File: src/rtl/rx_pkt_payload_q_enqueue.sv
// rx_pkt_payload_q_enqueue
//   Three-stage enqueue pipeline for per-flow RX payload ring queues.
//   QP issues head/tail pointer reads, W checks fullness and writes the entry
//   and the advanced tail, O holds the enqueue result for the consumer.
// Ports
//   clk, rst                       : clock, synchronous active-low reset
//   write_payload_req_*            : enqueue request (val/rdy, flowid, entry)
//   write_payload_resp_*           : enqueue result (val/rdy, is_full)
//   enqueue_{head,tail}_ptr_mem_*  : pointer memory read request/response
//   enqueue_tail_ptr_mem_wr_req_*  : tail pointer update
//   enqueue_payload_buffer_wr_req_*: payload entry write
// Widths mirror state_defs.vh; PAYLOAD_BUF_MEM_ADDR_W = FLOW_ID_W + RX_PAYLOAD_Q_SIZE_W.
module rx_pkt_payload_q_enqueue #(
  parameter int unsigned FLOW_ID_W              = 4,
  parameter int unsigned RX_PAYLOAD_Q_SIZE_W    = 4,
  parameter int unsigned PAYLOAD_ENTRY_W        = 8,
  parameter int unsigned PAYLOAD_BUF_MEM_ADDR_W = FLOW_ID_W + RX_PAYLOAD_Q_SIZE_W
) (
  input  logic                              clk,
  input  logic                              rst,

  input  logic                              write_payload_req_val,
  input  logic [FLOW_ID_W-1:0]              write_payload_req_flowid,
  input  logic [PAYLOAD_ENTRY_W-1:0]        write_payload_req_entry,
  output logic                              write_payload_req_rdy,

  output logic                              write_payload_resp_val,
  output logic                              write_payload_resp_is_full,
  input  logic                              write_payload_resp_rdy,

  output logic                              enqueue_head_ptr_mem_rd_req_val,
  output logic [FLOW_ID_W-1:0]              enqueue_head_ptr_mem_rd_req_addr,
  input  logic                              head_ptr_mem_enqueue_rd_req_rdy,
  input  logic                              head_ptr_mem_enqueue_rd_resp_val,
  input  logic [RX_PAYLOAD_Q_SIZE_W:0]      head_ptr_mem_enqueue_rd_resp_data,
  output logic                              enqueue_head_ptr_mem_rd_resp_rdy,

  output logic                              enqueue_tail_ptr_mem_rd_req_val,
  output logic [FLOW_ID_W-1:0]              enqueue_tail_ptr_mem_rd_req_addr,
  input  logic                              tail_ptr_mem_enqueue_rd_req_rdy,
  input  logic                              tail_ptr_mem_enqueue_rd_resp_val,
  input  logic [RX_PAYLOAD_Q_SIZE_W:0]      tail_ptr_mem_enqueue_rd_resp_data,
  output logic                              enqueue_tail_ptr_mem_rd_resp_rdy,

  output logic                              enqueue_tail_ptr_mem_wr_req_val,
  output logic [FLOW_ID_W-1:0]              enqueue_tail_ptr_mem_wr_req_addr,
  output logic [RX_PAYLOAD_Q_SIZE_W:0]      enqueue_tail_ptr_mem_wr_req_data,
  input  logic                              tail_ptr_mem_enqueue_wr_req_rdy,

  output logic                              enqueue_payload_buffer_wr_req_val,
  output logic [PAYLOAD_BUF_MEM_ADDR_W-1:0] enqueue_payload_buffer_wr_req_addr,
  output logic [PAYLOAD_ENTRY_W-1:0]        enqueue_payload_buffer_wr_req_data,
  input  logic                              payload_buffer_enqueue_wr_req_rdy
);

  // Pointer width: slot index plus one wrap bit to tell full from empty.
  localparam int unsigned PTR_W = RX_PAYLOAD_Q_SIZE_W + 1;

  // Stage registers
  logic                       val_w;
  logic [FLOW_ID_W-1:0]       flowid_w;
  logic [PAYLOAD_ENTRY_W-1:0] entry_w;
  logic                       val_o;
  logic                       is_full_o;

  // Tail forwarding register: most recent tail written by this block
  logic                       fwd_val;
  logic [FLOW_ID_W-1:0]       fwd_flowid;
  logic [PTR_W-1:0]           fwd_tail;

  logic                       stall_qp;
  logic                       stall_w;
  logic                       stall_o;
  logic                       fwd_hit;
  logic [PTR_W-1:0]           eff_tail;
  logic [PTR_W-1:0]           tail_inc;
  logic                       full;
  logic                       go_w;
  logic                       do_write;

  // QP: pointer reads track the incoming request directly
  assign enqueue_head_ptr_mem_rd_req_val  = write_payload_req_val;
  assign enqueue_head_ptr_mem_rd_req_addr = write_payload_req_flowid;
  assign enqueue_tail_ptr_mem_rd_req_val  = write_payload_req_val;
  assign enqueue_tail_ptr_mem_rd_req_addr = write_payload_req_flowid;

  assign stall_qp = write_payload_req_val &
                    (stall_w | ~head_ptr_mem_enqueue_rd_req_rdy | ~tail_ptr_mem_enqueue_rd_req_rdy);
  assign write_payload_req_rdy = ~stall_qp;

  // W: the forwarded tail wins over a memory read that may predate our last write
  assign fwd_hit  = fwd_val & (fwd_flowid == flowid_w);
  assign eff_tail = fwd_hit ? fwd_tail : tail_ptr_mem_enqueue_rd_resp_data;
  assign tail_inc = eff_tail + PTR_W'(1);

  // Full: same slot index, opposite wrap bit. A stale head only errs toward full.
  assign full = (head_ptr_mem_enqueue_rd_resp_data[PTR_W-1] != eff_tail[PTR_W-1]) &
                (head_ptr_mem_enqueue_rd_resp_data[PTR_W-2:0] == eff_tail[PTR_W-2:0]);

  assign stall_o = val_o & ~write_payload_resp_rdy;
  assign stall_w = val_w & (stall_o |
                            ~head_ptr_mem_enqueue_rd_resp_val |
                            ~tail_ptr_mem_enqueue_rd_resp_val |
                            (~full & (~payload_buffer_enqueue_wr_req_rdy |
                                      ~tail_ptr_mem_enqueue_wr_req_rdy)));

  // Reset gates all side effects of the entry currently sitting in W
  assign go_w     = val_w & rst & ~stall_w;
  assign do_write = go_w & ~full;

  assign enqueue_head_ptr_mem_rd_resp_rdy = go_w;
  assign enqueue_tail_ptr_mem_rd_resp_rdy = go_w;

  // Payload and tail writes always issue as a pair
  assign enqueue_payload_buffer_wr_req_val  = do_write;
  assign enqueue_payload_buffer_wr_req_addr = {flowid_w, eff_tail[PTR_W-2:0]};
  assign enqueue_payload_buffer_wr_req_data = entry_w;
  assign enqueue_tail_ptr_mem_wr_req_val    = do_write;
  assign enqueue_tail_ptr_mem_wr_req_addr   = flowid_w;
  assign enqueue_tail_ptr_mem_wr_req_data   = tail_inc;

  // O: result presentation
  assign write_payload_resp_val     = val_o & rst;
  assign write_payload_resp_is_full = is_full_o;

  // Control registers; a stalled stage hands a bubble downstream
  always_ff @(posedge clk) begin
    if (!rst) begin
      val_w     <= 1'b0;
      val_o     <= 1'b0;
      is_full_o <= 1'b0;
      fwd_val   <= 1'b0;
    end else begin
      if (!stall_w) val_w <= write_payload_req_val & ~stall_qp;
      if (!stall_o) val_o <= val_w & ~stall_w;
      if (go_w)     is_full_o <= full;
      if (do_write) fwd_val <= 1'b1;
    end
  end

  // Datapath registers, qualified by the valid bits above
  always_ff @(posedge clk) begin
    if (!stall_w) begin
      flowid_w <= write_payload_req_flowid;
      entry_w  <= write_payload_req_entry;
    end
    if (do_write) begin
      fwd_flowid <= flowid_w;
      fwd_tail   <= tail_inc;
    end
  end

endmodule
File: config.mk
export PLATFORM = sky130hd
export DESIGN_NAME = rx_pkt_payload_q_enqueue
export DESIGN_NICKNAME = d
export VERILOG_FILES = /design/src/rtl/rx_pkt_payload_q_enqueue.sv
export SDC_FILE = /design/constraint.sdc
export NUM_CORES = 1
export LEC_CHECK = 0
export CELL_PAD_IN_SITES_DETAIL_PLACEMENT = 1
export CELL_PAD_IN_SITES_GLOBAL_PLACEMENT = 2
export CORE_MARGIN = 5
export CORE_UTILIZATION = 23
export DETAILED_ROUTE_END_ITERATION = 16
export HOLD_SLACK_MARGIN = 0.02
export PLACE_DENSITY_LB_ADDON = 0.05
export SKIP_LAST_GASP = 1
export SYNTH_ARGS = -nofsm -noshare
export SYNTH_HDL_FRONTEND = slang
export SYNTH_SLANG_ARGS = --single-unit
File: constraint.sdc
create_clock -name clk -period 3.1 [get_ports clk]
set_input_delay 0.775 -clock clk [delete_from_list [all_inputs] [get_ports clk]]
set_output_delay 0.775 -clock clk [all_outputs]
set_load 0.005 [all_outputs]
==> results.py <==
metrics = {
    "floorplan": {
        "die_h_um": 86.7,
        "pin_count": 74,
        "core_region_area_um2": 5820,
        "fp.dieW_um": 86.7,
        "rows": 28,
        "fp.dieArea_um2": 7520,
        "initial_core_util_pct": 23.3,
    },
    "clock_network": {
        "path_clk_slew_ps": 90,
        "clockBufferDepth": 2,
        "htree_levels": 1,
        "cts_tree": "yes",
        "cts_root_buf": "clkbuf_8",
        "numCtsBuffers": 3,
        "numClockSinks": 25,
        "insertion_delay_ps": 260,
        "holdBufCountCts": 0,
    },
    "routing": {
        "first_pass_iters": 4,
        "wl_per_cell_um": 15.0,
        "wl_met2_mm": 2.17,
        "wl_mm": 4.27,
        "drt-met1-wl_mm": 1.77,
        "top_layer_used": "met4",
        "ant_nets": 0,
        "drt_iter0_markers": 12,
        "routed_via_density": 4.35,
        "route.met3.wl_um": 294,
        "route.detailed.drc": 0,
        "num_vias": 1240,
    },
    "synth": {
        "yosysSeqAreaShare_pct": 52.5,
        "synth_common_cells": "edfxtp_1, buf_4, xor2_1",
        "synth_xor_area_share_pct": 11.0,
        "ys_seq_elements": 25,
        "netlist_area_um2": 1350,
        "synth_top_family_by_area": "simple AND/OR/NAND/NOR gates",
        "synth_nets": 147,
        "ys_types": 35,
        "synthSimpleGateAreaFrac_pct": 12.2,
        "synth_async_sr_flop_share_pct": 0,
        "yosysMostFrequentCell": "edfxtp_1",
        "synth_fa_ha_area_share_pct": 0.924,
        "synth_edf_count": 21,
        "synth_area_per_cell_um2": 11.9,
        "ys_warn_count": 0,
        "netlist_instances": 114,
        "synth.largest_area_cell": "edfxtp_1",
        "yosysTopAreaCellShare_pct": 46.6,
        "ys.flop_type": "edfxtp_1",
        "synth_mux_area_share_pct": 3.51,
        "synth_compound_area_share_pct": 9.33,
        "synth_area_leaders": "edfxtp_1, buf_4, xor2_1",
    },
    "min_path": {
        "hold_end": "write_payload_resp_is_full",
        "min_from": "write_payload_resp_is_full",
        "hold_path_class": "reg -> reg",
        "holdPathStages": 2,
    },
    "timing": {
        "max_freq_ghz": 0.309,
        "finalSetupViolations": 5,
        "drv_slew": 0,
        "period_needed_ps": 3240,
        "setup_slack_ps": -141,
        "rsz0062_at_grt": "yes",
        "min_period_over_period_pct": 105,
        "hold_viol_final": 0,
        "slew_headroom_pct": 80.3,
        "skew_ps": 5.76,
        "tightest_slew_ps": 294,
    },
    "layout": {
        "insertedDiodeCount": 0,
        "area_growth_pct": 81.0,
        "fin_nets": 244,
        "layout-drive-gt1-share_pct": 33.3,
        "finalNonFillerCells": 285,
    },
    "pwr": {
        "p_per_area_nw_per_um2": 313,
        "leakage_nw": 0.988,
        "ir_drop_mv": 0.170,
    },
    "setup_path": {
        "critPathRequiredTime_ps": 2320,
        "critPathArrivalTime_ps": 2470,
        "crit_fanout": 3,
        "rr_endpoint": "fwd_tail[3]",
        "endpoint_kind": "primary output",
        "critPathLaunchType": "flip-flop",
        "worstSetupPathType": "reg -> out",
        "r2r.worst_path.cells": 10,
        "rr_startpoint": "enqueue_tail_ptr_mem_wr_req_addr[3]",
        "regToRegSetupSlack_ps": 640,
    },
    "place": {
        "place_congestion": 0.790,
        "portBuffers": 73,
        "post-place-ws_ps": -616,
        "dp_cells": 269,
        "place_hpwl_mm": 3.37,
    },
    "global_routing": {
        "grt_pass1_wl_mm": 6.62,
        "grt_pass1_vias": 1350,
        "overflow": 0,
        "grt_max_degree": 14,
        "antenna_found_initial": 0,
        "groute.usage.overall_pct": 11.1,
    },
    "job": {
        "cap_violations": 0,
    },
    "status": {
        "status": "finished, violations left",
        "violations": "setup timing",
    },
}
flip-flops by register name, summed over array words and instances, names as in the netlist:
signal	cells
fwd_tail	5
fwd_val	1
enqueue_payload_buffer_wr_req_data	8
val_w	1
fwd_flowid	4
val_o	1
enqueue_tail_ptr_mem_wr_req_addr	4
write_payload_resp_is_full	1
where the power goes:
part / leakage, nW / internal, mW / switching, mW
Combinational: 0.726 / 0.118 / 0.0701
Clock: 0.0228 / 0.0918 / 0.102
Sequential: 0.239 / 0.379 / 0.00590
worst max-delay path by stage:
stage                                         start  slack [ps]  cells after the start                                   to
2_1_floorplan   enqueue_tail_ptr_mem_wr_req_addr[3]          40                      9  enqueue_tail_ptr_mem_wr_req_data[4]
3_3_place_gp   head_ptr_mem_enqueue_rd_resp_data[4]        -600                      7    enqueue_payload_buffer_wr_req_val
3_5_place_dp   head_ptr_mem_enqueue_rd_resp_data[0]        -620                      7    enqueue_payload_buffer_wr_req_val
4_1_cts         enqueue_tail_ptr_mem_wr_req_addr[3]        -170                      9  enqueue_tail_ptr_mem_wr_req_data[4]
5_1_grt         enqueue_tail_ptr_mem_wr_req_addr[3]        -250                      9  enqueue_tail_ptr_mem_wr_req_data[4]
6_report        enqueue_tail_ptr_mem_wr_req_addr[3]        -140                      9  enqueue_tail_ptr_mem_wr_req_data[4]
area by class of cell:
cell class / instances / area (um2)
Fill cell: 649 / 3370
Timing Repair Buffer: 109 / 973
Sequential cell: 25 / 711
Multi-Input combinational cell: 69 / 616
Tap cell: 75 / 93.8
Clock buffer: 4 / 45.0
Inverter: 3 / 11.3
repair_timing:
item,CTS,global route
endpoints found under the hold margin,0,0
setup endpoints to repair,14,10
pin swaps,17,7
gates resized for setup,57,16
buffers inserted,9,3
cells by family after synthesis:
family          count (synthesis)
compound gates                 18
buf+inv                        20
fa+ha+maj                       1
flops                          25
simple gates                   29
mux                             4
xor+xnor                       17
routing by layer:
| metal | GRT usage [%] | vias to the layer above |
|---|---|---|
| met1 | 12.9 | 604 |
| met3 | 4.37 | 2 |
| met5 | 0 | - |
| met2 | 19.3 | 41 |
| met4 | 2.55 | 0 |
| li1 | - | 593 |
worst max-delay path, stage by stage, from the launching register on:
cell      delay (ps)
edfxtp_1         430
xor2_1           170
or3_4            390
nor2_4           160
mux2_4           340
ha_4             180
o211ai_1          90
a22oi_1          110
xnor2_1          190
buf_2            150
metrics by stage:
| step | power [mW] | util (%) | TNS, ps | instance area [um2] | hold WS, ps |
|---|---|---|---|---|---|
| CTS | 0.777 | 41.1 | -528 | 2390 | 497 |
| detailed placement | 0.575 | 38.3 | -3730 | 2230 | 479 |
| global route | 0.808 | 42.1 | -821 | 2450 | 508 |
| floorplan | 0.450 | - | 0 | 1350 | 454 |
| finish | 0.767 | 42.1 | -256 | 2450 | 492 |
| global placement | 0.573 | 38.3 | -3630 | 2230 | 472 |
cell usage in the layout, fill, tap and decap left out, types with 3 or more instances in the layout:
master,synthesis,final
clkdlybuf4s50_1,0,49
buf_4,16,33
edfxtp_1,21,21
dlygate4sd2_1,0,13
xor2_1,13,11
nand3_1,7,7
o211ai_1,4,4
dfxtp_1,4,4
buf_6,1,4
buf_2,0,4
nand2_1,4,3
mux2_4,1,3
inv_1,3,3
nand4_1,3,3
o21ai_0,3,3
clkbuf_8,0,3
Note: power is estimated with default switching activity, not from simulation.
